$ cat config.mk
export PLATFORM = sky130hd
export DESIGN_NAME = elelock_multi
export DESIGN_NICKNAME = d
export VERILOG_FILES = /design/src/rtl/elelock_multi.sv
export SDC_FILE = /design/constraint.sdc
export NUM_CORES = 1
export LEC_CHECK = 0
export BUFFER_PORTS_ARGS = -buffer_cell sky130_fd_sc_hd__buf_2
export CAP_MARGIN = 25
export CORE_ASPECT_RATIO = 0.6
export CORE_UTILIZATION = 50
export CTS_CLUSTER_SIZE = 16
export DETAILED_ROUTE_END_ITERATION = 10
export PLACE_DENSITY = 0.78
export SLEW_MARGIN = 20
export SYNTH_ARGS = -nofsm -noshare
export SYNTH_HDL_FRONTEND = slang
export SYNTH_SLANG_ARGS = --single-unit
$ cat constraint.sdc
create_clock -name clk -period 5.11 [get_ports clk]
set_clock_uncertainty 0.05 [all_clocks]
set_input_delay 0.2555 -clock clk [delete_from_list [all_inputs] [get_ports clk]]
set_output_delay 0.2555 -clock clk [all_outputs]
set_load 0.05 [all_outputs]
$ cat src/rtl/elelock_multi.sv
// Multi-digit keypad lock with consecutive-failure lockout.
// Optional OPEN-state auto-relock is built when ELELOCK_AUTOLOCK_EN is defined.
module elelock_multi #(
   parameter int unsigned          DIGITS       = 4,
   parameter logic [4*DIGITS-1:0]  CODE         = 16'h1234,
   parameter int unsigned          MAX_FAIL     = 3,
   parameter int unsigned          LOCKOUT_CYC  = 1000,
   parameter int unsigned          AUTOLOCK_CYC = 500
) (
   input  logic                            clk,
   input  logic                            rst_n,
   input  logic [9:0]                      tenkey,
   input  logic                            close,
   output logic                            lock,
   output logic                            alarm,
   output logic [$clog2(MAX_FAIL+1)-1:0]   fail_cnt
);

   localparam int unsigned FW = $clog2(MAX_FAIL + 1);
   localparam int unsigned IW = $clog2(DIGITS + 1);
   localparam int unsigned TW = $clog2(LOCKOUT_CYC + 1);

   if (DIGITS < 1 || DIGITS > 8 || MAX_FAIL < 1 || LOCKOUT_CYC < 1 || AUTOLOCK_CYC < 1) begin : g_bad_param
      $error("elelock_multi: parameter out of range");
   end

   typedef enum logic [1:0] {
      S_LOCKED,
      S_OPEN,
      S_LOCKOUT
   } state_t;

   state_t          state;
   state_t          state_n;
   logic [9:0]      key_q;
   logic [9:0]      key_p;
   logic [IW-1:0]   idx;
   logic            err;
   logic [TW-1:0]   timer;

   logic            press;
   logic [3:0]      digit;
   logic [3:0]      exp_digit;
   logic            last;
   logic            accept;
   logic            entry_done;
   logic            entry_ok;
   logic            mismatch;
   logic [FW-1:0]   fail_inc;
   logic            to_lockout;
   logic            timer_zero;

`ifdef ELELOCK_AUTOLOCK_EN
   localparam int unsigned OW = $clog2(AUTOLOCK_CYC + 1);
   logic [OW-1:0]   open_cnt;
   logic            autolock;

   // Held at zero outside OPEN, so it always starts from zero on entry.
   always_ff @(posedge clk or negedge rst_n) begin
      if (!rst_n) begin
         open_cnt <= '0;
      end else if (state != S_OPEN) begin
         open_cnt <= '0;
      end else begin
         open_cnt <= open_cnt + OW'(1);
      end
   end

   assign autolock = (open_cnt == OW'(AUTOLOCK_CYC - 1));
`endif

   always_comb begin
      digit     = '0;
      exp_digit = '0;
      for (int unsigned k = 0; k < 10; k++) begin
         if (key_q[k]) digit = 4'(k);
      end
      for (int unsigned i = 0; i < DIGITS; i++) begin
         if (idx == IW'(i)) exp_digit = CODE[4*(DIGITS-1-i) +: 4];
      end
   end

   assign press      = $onehot(key_q) && (key_p == '0);
   assign last       = (idx == IW'(DIGITS - 1));
   assign accept     = (state == S_LOCKED) && press && !close;
   assign mismatch   = (digit != exp_digit);
   assign entry_done = accept && last;
   assign entry_ok   = !err && !mismatch;
   assign fail_inc   = fail_cnt + FW'(1);
   assign to_lockout = (fail_inc == FW'(MAX_FAIL));
   assign timer_zero = (timer == '0);

   always_ff @(posedge clk or negedge rst_n) begin
      if (!rst_n) begin
         state <= S_LOCKED;
      end else begin
         state <= state_n;
      end
   end

   always_comb begin
      state_n = state;
      case (state)
         S_LOCKED: begin
            if (entry_done) begin
               if (entry_ok)        state_n = S_OPEN;
               else if (to_lockout) state_n = S_LOCKOUT;
            end
         end
         S_OPEN: begin
            if (close) state_n = S_LOCKED;
`ifdef ELELOCK_AUTOLOCK_EN
            else if (autolock) state_n = S_LOCKED;
`endif
         end
         S_LOCKOUT: begin
            if (timer_zero) state_n = S_LOCKED;
         end
         default: state_n = S_LOCKED;
      endcase
   end

   always_comb begin
      lock  = 1'b1;
      alarm = 1'b0;
      case (state)
         S_OPEN:    lock  = 1'b0;
         S_LOCKOUT: alarm = 1'b1;
         default: ;
      endcase
   end

   always_ff @(posedge clk or negedge rst_n) begin
      if (!rst_n) begin
         key_q    <= '0;
         key_p    <= '0;
         idx      <= '0;
         err      <= 1'b0;
         fail_cnt <= '0;
         timer    <= '0;
      end else begin
         key_q <= tenkey;
         key_p <= key_q;
         if (state == S_LOCKED) begin
            // close has priority over a press committed in the same cycle
            if (close) begin
               idx <= '0;
               err <= 1'b0;
            end else if (accept) begin
               if (last) begin
                  idx <= '0;
                  err <= 1'b0;
                  if (entry_ok) begin
                     fail_cnt <= '0;
                  end else begin
                     fail_cnt <= fail_inc;
                     if (to_lockout) timer <= TW'(LOCKOUT_CYC - 1);
                  end
               end else begin
                  idx <= idx + IW'(1);
                  err <= err | mismatch;
               end
            end
         end else if (state == S_LOCKOUT) begin
            if (timer_zero) fail_cnt <= '0;
            else            timer    <= timer - TW'(1);
         end
      end
   end

endmodule

# Word-level counts from Yosys, hierarchy flattened
# Index checks and enable logic that the tools add are counted.
[totals] n_memories=0 wordCells=98 register_bits=38 romBits=0 in_bits=13 latch_bits=0 mem_bits_rw=0
[classes] n_lt_le_gt_ge=0 n_mux=41 n_bitwise=1 n_shift=0 add_sub_neg=12 n_mul=0 eq_ne=18 n_reduce_logical=19 div=0
[ops] op="2-to-1 mux 10 bit" n=8
[ops] op="2-to-1 mux 4 bit" n=9
[ops] op="2-to-1 mux 2 bit" n=13
[ops] op="zero test 10 bit" n=2
[ops] op="inequality test 2 bit (second input constant)" n=8
[ops] op="adder 1 x 1 -> 2 bit" n=5
[ops] op="subtractor 10 x 1 -> 10 bit (second input constant)" n=1
[ops] op="2-to-1 mux 3 bit" n=3
[ops] op="2-to-1 mux 1 bit" n=7
[ops] op="AND reduction 7 bit" n=1
[ops] op="adder 2 x 2 -> 3 bit" n=2
[ops] op="equality test 3 x 2 -> 1 bit (second input constant)" n=2
[ops] op="one-hot mux 2 bit (3 select lines)" n=1
[ops] op="nonzero test 2 bit" n=3
[ops] op="logical AND 1 bit" n=5
[ops] op="AND reduction 5 bit" n=1
[ops] op="adder 3 x 3 -> 4 bit" n=1
[ops] op="adder 4 x 2 -> 4 bit" n=1
[ops] op="equality test 2 bit (second input constant)" n=2
[ops] op="equality test 4 x 1 -> 1 bit (second input constant)" n=1
[ops] op="inequality test 4 bit" n=1
[ops] op="AND reduction 4 bit" n=1
[ops] op="adder 3 x 1 -> 3 bit (second input constant)" n=1
[ops] op="equality test 3 x 1 -> 1 bit (second input constant)" n=1
[ops] op="9 further kinds" n=11

# Depth between registers and ports, before layout
# Gate-level depths: netlist of run 1.
[logic_depth] word_depth=17 ltp_mapped=15 ltp_nobuf=14

# Worst setup path before layout of run 1
# OpenSTA, ideal clock, no wires.
[synth_timing] path_type="register to register" from="register key_q[1]" to="register timer[3]" setup_ns=0.118 synth_period_minus_slack_ns=3.876 arrival_ns=3.708 required_ns=4.942 slack_ns=1.234 stages_incl_launch_ff=15 path_buffers=1 path_cell_list="dfrtp_1 -> fa_1 -> fa_1 -> inv_1 -> fa_1 -> inv_1 -> ha_1 -> inv_1 -> fa_1 -> a2111oi_2 -> o2111a_1 -> buf_6 -> nand3_4 -> o21a_4 -> a21o_1"
[synth_via] elab_chain_len=14
[synth_lines] element="start, declared" line="35" text="logic [9:0] key_q;"
[synth_lines] element="start signal, assigned" line="142" text="key_q <= tenkey;"
[synth_lines] element="branches (longest 13 deep; another with adder 3 x 3 -> 4 bit)"
[synth_lines] element="AND reduction 7 bit (no source line) *"
[synth_lines] element="end signal, assigned" line="157" text="if (to_lockout) timer <= TW'(LOCKOUT_CYC - 1);"
[synth_lines] element="end signal, assigned" line="166" text="else timer <= timer - TW'(1);"
[synth_lines] element="end, declared" line="39" text="logic [TW-1:0] timer;"
# Every way passes the cells marked *.
# A chain may end at the register's enable or synchronous reset.

# Worst setup path in the final report of run 1
[layout_timing] from="register key_q[1]" to="register timer[9]"
# The elaborated chain is that of the path after synthesis.

==> results of run 1 <==
==> logic make-up (layout without fill, tap and decap cells) <==
| logic type | Yosys count | count (layout) | share of synthesized area (%) |
|---|---|---|---|
| fa+ha+maj | 14 | 14 | 11.5 |
| simple gates | 52 | 52 | 14.9 |
| compound gates | 43 | 43 | 17.5 |
| mux | 3 | 3 | 1.63 |
| flops | 38 | 38 | 49.5 |
| buf+inv | 22 | 42 | 5.02 |
==> metrics by stage <==
step | hold WS, ps | instances
CTS | 14.7 | 239
global placement | 313 | 233
finish | 10.8 | 239
global route | 4.43 | 239
floorplan | -90.1 | 172
detailed placement | 315 | 233
==> cell type report <==
cell class | count | area share [%]
repair buffers | 16 | 3.77
clock buffers | 6 | 3.89
inverters | 20 | 3.65
multi-input cells | 112 | 41.1
well taps | 47 | 2.77
flip-flops and latches | 38 | 44.8
==> worst paths after layout <==
path	endpoint	slack, ps	depth (start not counted)
worst max-delay path	timer[9]$_DFFE_PN0P_	890	14
worst min-delay path	timer[1]$_DFFE_PN0P_	10	1
worst max register to register	timer[9]$_DFFE_PN0P_	890	14
worst min register to register	key_p[0]$_DFF_PN0_	370	0
max in group asynchronous	key_q[6]$_DFF_PN0_	4470	1
min in group clk	key_q[1]$_DFF_PN0_	20	1
==> sequential cells by signal, summed over array words and instances (netlist names) <==
register,flops
idx,3
fail_cnt,2
key_p,10
timer,10
state,2
err,1
key_q,10
==> cell usage in the layout, fill, tap and decap left out, drive strengths merged, types with 2 or more instances in the layout <==
master,Yosys,routed
a21oi,6,6
a31oi,4,4
and2,3,3
buf,2,16
clkbuf,0,6
dfrtp,38,38
fa,6,6
ha,8,8
inv,20,20
mux2i,2,2
nand2,9,9
nand2b,3,3
nand3,6,6
nor2,10,10
nor2b,3,3
nor3,6,6
nor4,3,3
o211ai,3,3
o21a,3,3
o21ai,10,10
o22ai,2,2
o31ai,6,6
or3,2,2
==> critical path: stages (launching register included) <==
cell	delay, ps
dfrtp_1	420
fa_1	490
fa_1	510
inv_1	50
fa_1	430
inv_1	70
ha_1	170
inv_1	60
fa_1	380
a2111oi_2	340
o2111a_1	490
nand3_4	150
o21a_4	310
inv_4	80
o211a_1	150
==> power by group <==
part	leakage [nW]	total, mW	switching [mW]	internal [mW]
Sequential	0.448	0.377	0.0401	0.337
Clock	0.0431	0.199	0.0952	0.104
Combinational	0.450	0.171	0.0928	0.0780
Total	0.940	0.747	0.228	0.519
==> metal layers <==
metal	GRT usage [%]	routed length [um]	up-vias
li1	-	-	648
met1	33.3	1880	634
met2	29.9	1580	43
met3	6.67	220	8
met4	5.26	42	0
met5	0	0	-
==> results.tsv, run 1 <==
metric	value	unit
run_status	completed	
yosysTopAreaCellShare	49.5	%
dr_total_vias	1333	
stdcell_area	2120	sq um
fillCellCount	280	
ys_ff_latch	38	
tns	0	ps
grt_pass1_wl	6380	um
regToRegStartpoint	key_q[1]$_DFF_PN0_	
ir_drop	127	uV
drive_gt1_share	17.2	%
timing.fmax	237	MHz
antennaDiodeCount	0	
finalWirelength	3730	um
synth_cells	172	
worstSetupPathType	reg2reg	
ys.flop_type	dfrtp_1	
maxCapViolations	0	
firstDrtPassIters	4	
rows	17	
fin_ws	886	ps
ys_top_cells_by_area	dfrtp_1 50%, fa_1 6.3%, ha_1 5.2%	
cts_resized	0	
worst_skew_pair.late_latency	290	ps
ys.warnings.count	0	
holdCritPathClass	in2async	
gp_congestion	0.860	
critPathCaptureType	register	
drc	0	
io_pins	17	
multi_input_area	873	sq um
ys_types	45	
holdBufCountCts	0	
die_w	82.0	um
synth_most_common_cell	dfrtp_1	
crit_required	5280	ps
tightest_slew	833	ps
post-dp-hpwl	2900	um
ys_seq_area_share	49.5	%
fin_util	57.7	%
path_max_fanout	9	
grtUsageTotal	21.8	%
startpoint_type	register	
synth_edf_count	0	
root_buffer	clkbuf_8	
dieHeight	50.0	um
syn-num-nets	199	
dp_slack	861	ps
min_period	4220	ps
vias_per_cell	5.58	
p_per_area	352	nW/um^2
area_delta_synth_final	10.6	%
cts.path.max_buffers	2	
start_util	52.2	%
seqCellArea	951	sq um
die_area	4100	sq um
post-route-period-util	82.7	%
place.port_buffers	16	
core	3680	sq um
antenna_found_initial	0	
synthTopCellsByCount	38 x dfrtp_1, 19 x inv_1, 10 x nor2_1, 10 x o21ai_0, 9 x nand2_1	
crit_start	key_q[1]$_DFF_PN0_	
placed_cell_area	2040	sq um
leakage	0.940	nW
cts_tree	built	
wl_per_cell	15.6	um
cp.arrival	4400	ps
grt_max_degree	39	
nets	220	
maxSlewHeadroom	44.4	%
rsz0062_at_grt	no	
grt_pass1_vias	1297	
cts_buffers	5	
syn_avg_cell_area	11.2	sq um
htree_num_levels	2	
setup_viol	0	
gr-total-overflow	0	
drv_slew	0	
hold_viol	0	
total_power	0.747	mW
first_iter_violations	136	
syn-cell-area	1920	sq um
ant_nets	0	
synth_largest_area_cell	dfrtp_1	
cts.sinks	38	
clkTransAtPathRegs	70	ps
cts_setup_buffers	0	
async_reset_ff_share	100	%
Power figures use the tool's default switching activity.
==> run 2: changes to the inputs <==
- clock period: 5.11 -> 4 ns (I/O delays scaled with it)
==> run 2 against run 1 <==
Utilization grew 6.5 points; sequential share of layout area shrank 4.6 points; first-iteration DRC count grew 15%; cell count grew 7.9%; total power grew 46%; clock-buffer cell count shrank 1; die area is the same; combinational power grew 60%; hold slack gained 170 ps; cell area grew 11%; worst setup slack lost 760 ps; critical endpoint is now timer[3]$_DFFE_PN0P_.
==> results.tsv, run 2 (same netlist as run 1, synthesis figures left out) <==
metric	value	unit	change
drc	0		unchanged
hold_viol	0		unchanged
fin_ws	124	ps	-762 ps
critPathCaptureType	register		
path_max_fanout	7		-2
dieHeight	50.0	um	unchanged
grt_pass1_wl	7250	um	+14%
io_pins	17		unchanged
seqCellArea	951	sq um	unchanged
nets	237		+7.7%
hold_ws	178	ps	+167 ps
drive_gt1_share	23.2	%	+6.0 points
finalWirelength	4510	um	+21%
drv_slew	0		unchanged
post-dp-hpwl	3070	um	+6.1%
stdcell_area	2360	sq um	+11%
root_buffer	clkbuf_8		
ir_drop	329	uV	+160%
p_sw_share	31.5	%	+0.93 points
dr_total_vias	1524		+14%
maxSlewHeadroom	44.0	%	-0.48 points
cts_buffers	5		unchanged
gr-total-overflow	0		unchanged
timing.fmax	258	MHz	+9.0%
startpoint_type	register		
wl_per_cell	17.5	um	+12%
min_period	3880	ps	-348 ps
worst_skew_pair.late_latency	300	ps	about the same
antenna_found_initial	0		unchanged
dp_slack	-90.3	ps	-951 ps
fin_util	64.2	%	+6.5 points
p_per_area	462	nW/um^2	+31%
core	3680	sq um	unchanged
setup_viol	0		unchanged
rows	17		unchanged
multi_input_area	927	sq um	+6.2%
p_seq_share	44.7	%	-5.8 points
gp_congestion	0.861		about the same
cp.arrival	4020	ps	-380 ps
p_int	0.749	mW	+44%
post-route-period-util	96.9	%	+14 points
ant_nets	0		unchanged
placed_cell_area	2060	sq um	+0.74%
clkTransAtPathRegs	80	ps	about the same
worstSetupPathType	reg2reg		
first_iter_violations	157		+15%
power.switching	0.344	mW	+51%
grt_pass1_vias	1555		+20%
run_status	completed		
cts_tree	built		
holdCritPathClass	in2reg		
die_area	4100	sq um	unchanged
rsz0062_at_grt	yes		
leakage	1.03	nW	+9.1%
cts.sinks	38		unchanged
final_common_cell	dfrtp_1		
grtUsageTotal	24.6	%	+2.8 points
clock_power_share	30.2	%	+3.5 points
start_util	52.2	%	unchanged
cts.path.max_buffers	2		unchanged
tightest_slew	841	ps	+7.25 ps
firstDrtPassIters	4		unchanged
die_w	82.0	um	unchanged
reg_top3	key_p x10, key_q x10, timer x10		
crit_required	4150	ps	-1130 ps
vias_per_cell	5.91		+5.9%
pwr-share-comb	25.1	%	+2.2 points
htree_num_levels	2		unchanged
fillCellCount	262		-6.4%
place.port_buffers	16		unchanged
antennaDiodeCount	0		unchanged
mostFrequentLayoutCells	38 x dfrtp_1, 17 x inv_1, 16 x buf_2		
area_delta_synth_final	23.1	%	
grt_max_degree	39		unchanged
maxCapViolations	0		unchanged
## run 2: changes by cell type in the layout (fill, tap and decap cells not counted), moves of 2 or more
cell / change
inv_2: +2
dlygate4sd3_1: +11
clkinvlp_4: +2
buf_4: +6
inv_1: -2
## run 2: layer usage
metal | vias to the layer above | part of all wire, % | GRT usage (%)
met5 | - | 0 | 0
met4 | 0 | 3.6 | 14.0
met2 | 80 | 46 | 35.7
met1 | 747 | 42 | 33.3
met3 | 14 | 8.9 | 6.11
li1 | 683 | - | -
## run 2: stage by stage
stage,total power [mW],std cells,TNS (ps)
finish,1.09,258,0
CTS,1.05,256,0
detailed placement,0.709,235,-694
global placement,0.684,235,0
floorplan,0.641,172,0
global route,1.15,258,-48.0
## run 2: final timing paths
kind	from	to	slack, ps	depth (start not counted)
max	key_q[0]$_DFF_PN0_	timer[3]$_DFFE_PN0P_	120	13
min	close	state[0]$_DFFE_PN0P_	180	2
max reg2reg	key_q[0]$_DFF_PN0_	timer[3]$_DFFE_PN0P_	120	13
min reg2reg	key_q[6]$_DFF_PN0_	key_p[6]$_DFF_PN0_	370	0
max in group asynchronous	rst_n	key_q[0]$_DFF_PN0_	2890	2
min in group asynchronous	rst_n	state[1]$_DFFE_PN0P_	490	2
## run 2: layout make-up
class	instances	share of cell area [%]
timing repair buffer	33	9.95
multi-input combinational	112	39.2
tap	47	2.49
inverter	20	3.28
clock buffer	5	2.91
clock inverter	3	1.91
sequential	38	40.2
## run 2: repair_timing
item	4_1_cts	5_1_grt
hold endpoints to repair	48	0
endpoints found under the setup margin	10	17
setup buffers	2	2
hold buffers	11	0
pin swaps	1	5
gates resized for setup	1	11
## run 2: worst max-delay path, stage by stage, from the launching register on
cell and delay (ps):
dfrtp_1 410, fa_1 510, fa_1 510, inv_1 50
fa_1 440, inv_2 90, ha_4 130, inv_2 40
fa_2 520, nor4bb_4 180, o2111a_2 290, nand3_4 90
o21a_4 280, a21o_1 180
## run 2: power groups by stage
stage,combinational (mW),sequential (mW),clock [mW]
2_1_floorplan,0.168,0.474,0
3_3_place_gp,0.202,0.482,0
3_5_place_dp,0.217,0.492,0
4_1_cts,0.230,0.484,0.338
5_1_grt,0.301,0.494,0.354
6_report,0.274,0.489,0.330
==> run 3: changes to the inputs <==
- CELL_PAD_IN_SITES_DETAIL_PLACEMENT: not set -> 1
- CELL_PAD_IN_SITES_GLOBAL_PLACEMENT: not set -> 2
- CORE_UTILIZATION: 50 -> 39
- PLACE_DENSITY: 0.78 -> 0.87
==> run 3 against run 2 <==
First-iteration DRC count is 57% lower; register-to-register slack got worse by 80 ps; die area is 27% higher; cell area increased by 2.1%; clock power is 5% lower; clock-buffer cell count grew 3; cell count is 7.0% higher; via count decreased by 0.26%; sequential share of layout area down 0.83 points; non-clock buffer count grew 2; utilization decreased by 12 points; critical path type unchanged; largest cell class unchanged.
==> results.tsv, run 3 (same netlist as run 1, synthesis figures left out) <==
metric	value	unit	change
ff2ff_setup_slack	50	ps	-80 ps
ant_nets	0		unchanged
vias_per_cell	5.51		-6.8%
gr-total-overflow	0		unchanged
crit_required	4180	ps	+30 ps
io_pins	17		unchanged
maxCapViolations	0		unchanged
r2r-end	timer[9]$_DFFE_PN0P_		
timing.fmax	253	MHz	-2.0%
drive_gt1_share	24.4	%	+1.2 points
rows	19		+2
multi_input_area	938	sq um	+1.2%
path_depth	14		+1
wl_per_cell	18.2	um	+4.2%
cts.path.max_buffers	2		unchanged
drc	0		unchanged
grt_max_degree	39		unchanged
worstSetupEndpoint	timer[9]$_DFFE_PN0P_		
critPathCaptureType	register		
firstDrtPassIters	4		unchanged
worstSetupPathType	reg2reg		
start_util	41.2	%	-11 points
area_delta_synth_final	25.7	%	
reg_top3	key_p x10, key_q x10, timer x10		
cts_tree	built		
holdCritPathClass	in2reg		
place.port_buffers	16		unchanged
hold_viol	0		unchanged
setup_viol	0		unchanged
die_w	92.6	um	+13%
max_stage_delay	520	ps	about the same
fin_util	51.8	%	-12 points
antenna_found_initial	0		unchanged
tightest_slew	846	ps	+5.69 ps
worst_skew_pair.late_latency	290	ps	about the same
clkTransAtPathRegs	80	ps	about the same
p_int	0.741	mW	-1.0%
die_area	5220	sq um	+27%
finalWirelength	5030	um	+11%
crit_chain	fa_1 -> fa_1 -> inv_1 -> fa_1 -> inv_2 -> ha_4 -> inv_2 -> fa_2 -> nor4bb_4 -> o2111a_2 -> nand3_4 -> o21a_4 -> inv_4 -> o211a_1		
clock_power_share	29.0	%	-1.2 points
nets	239		+0.84%
run_status	completed		
gp_congestion	0.786		-8.7%
cp_common_cell	fa_1		
p_seq_share	44.8	%	about the same
post-dp-hpwl	3490	um	+13%
core	4660	sq um	+27%
critical-path-top-delay-family	adder cells		
dr_total_vias	1520		-0.26%
seqCellArea	951	sq um	unchanged
final_common_cell	dfrtp_1		
hold_path_depth	2		unchanged
p_sw_share	31.2	%	-0.28 points
leakage	1.06	nW	+2.9%
post-route-period-util	98.8	%	+1.9 points
fillCellCount	524		+100%
cp.arrival	4130	ps	+110 ps
path_buf_inv	4		+1
power.switching	0.336	mW	-2.3%
cpMaxStageDelayCell	fa_2		
stdcell_area	2410	sq um	+2.1%
grt_pass1_vias	1525		-1.9%
placed_cell_area	2090	sq um	+1.7%
antennaDiodeCount	0		unchanged
cts.sinks	38		unchanged
cts_buffers	5		unchanged
rsz0062_at_grt	yes		
pwr-share-comb	26.2	%	+1.1 points
path_max_fanout	7		unchanged
min_period	3950	ps	+77.3 ps
tns	0	ps	unchanged
ir_drop	169	uV	-49%
grtUsageTotal	20.8	%	-3.8 points
p_per_area	446	nW/um^2	-3.5%
startpoint_type	register		
grt_pass1_wl	8070	um	+11%
htree_num_levels	2		unchanged
maxSlewHeadroom	43.6	%	-0.38 points
mostFrequentLayoutCells	38 x dfrtp_1, 17 x inv_1, 16 x buf_2		
crit_start	key_q[3]$_DFF_PN0_		
r2r_cells	14		+1
root_buffer	clkbuf_8		
regToRegStartpoint	key_q[3]$_DFF_PN0_		
dieHeight	56.4	um	+13%
drv_slew	0		unchanged
first_iter_violations	68		-57%
==> run 3: area by class of cell <==
| type | count | share of cell area, % |
|---|---|---|
| timing repair buffer | 35 | 10.7 |
| clock buffer | 8 | 4.56 |
| multi-input combinational | 112 | 38.9 |
| inverter | 20 | 3.21 |
| tap | 63 | 3.27 |
| sequential | 38 | 39.4 |
==> run 3: metrics by stage <==
stage / setup WS, ps / cells / hold slack (ps) / power [mW]
5_1_grt: -117 / 276 / 184 / 1.14
4_1_cts: 5.89 / 273 / 159 / 1.04
3_3_place_gp: 71.8 / 253 / 258 / 0.694
6_report: 46.8 / 276 / 173 / 1.08
3_5_place_dp: -81.7 / 253 / 260 / 0.715
2_1_floorplan: 124 / 172 / -146 / 0.641
==> run 3: power by group through the flow <==
stage / combinational [mW] / clock (mW) / sequential (mW)
finish: 0.282 / 0.313 / 0.483
global route: 0.312 / 0.339 / 0.490
CTS: 0.242 / 0.314 / 0.480
detailed placement: 0.228 / 0 / 0.487
global placement: 0.211 / 0 / 0.484
floorplan: 0.168 / 0 / 0.474
==> run 3: worst reg2reg max path, delay by kind of cell, from the launching register on <==
family / cells / cell delay (ps)
buf+inv: 4 / 270
flops: 1 / 410
compound gates: 3 / 760
simple gates: 2 / 290
fa+ha+maj: 5 / 2120
==> run 3: worst min path at each step <==
stage	start	end
after detailed placement	tenkey[3]	key_q[3]$_DFF_PN0_
after CTS	close	state[0]$_DFFE_PN0P_
final	close	state[0]$_DFFE_PN0P_
after floorplan	rst_n	err$_DFFE_PN0P_
after global placement	tenkey[4]	key_q[4]$_DFF_PN0_
after global routing	close	state[0]$_DFFE_PN0P_
==> run 3: repair_timing <==
item	CTS	global route
hold buffers	11	0
pin swaps	2	9
setup buffers	1	3
gates cloned	0	0
hold endpoints to repair	48	0
setup endpoints to repair	12	18
resized for setup	2	14
==> run 3: routing by layer <==
metal  up-vias  GRT usage, %  wire, um
met2        35          31.9      2300
met1       799          29.7      2490
li1        684             -         -
met3         2          4.88       216
met5         -             0         0
met4         0          5.80        23
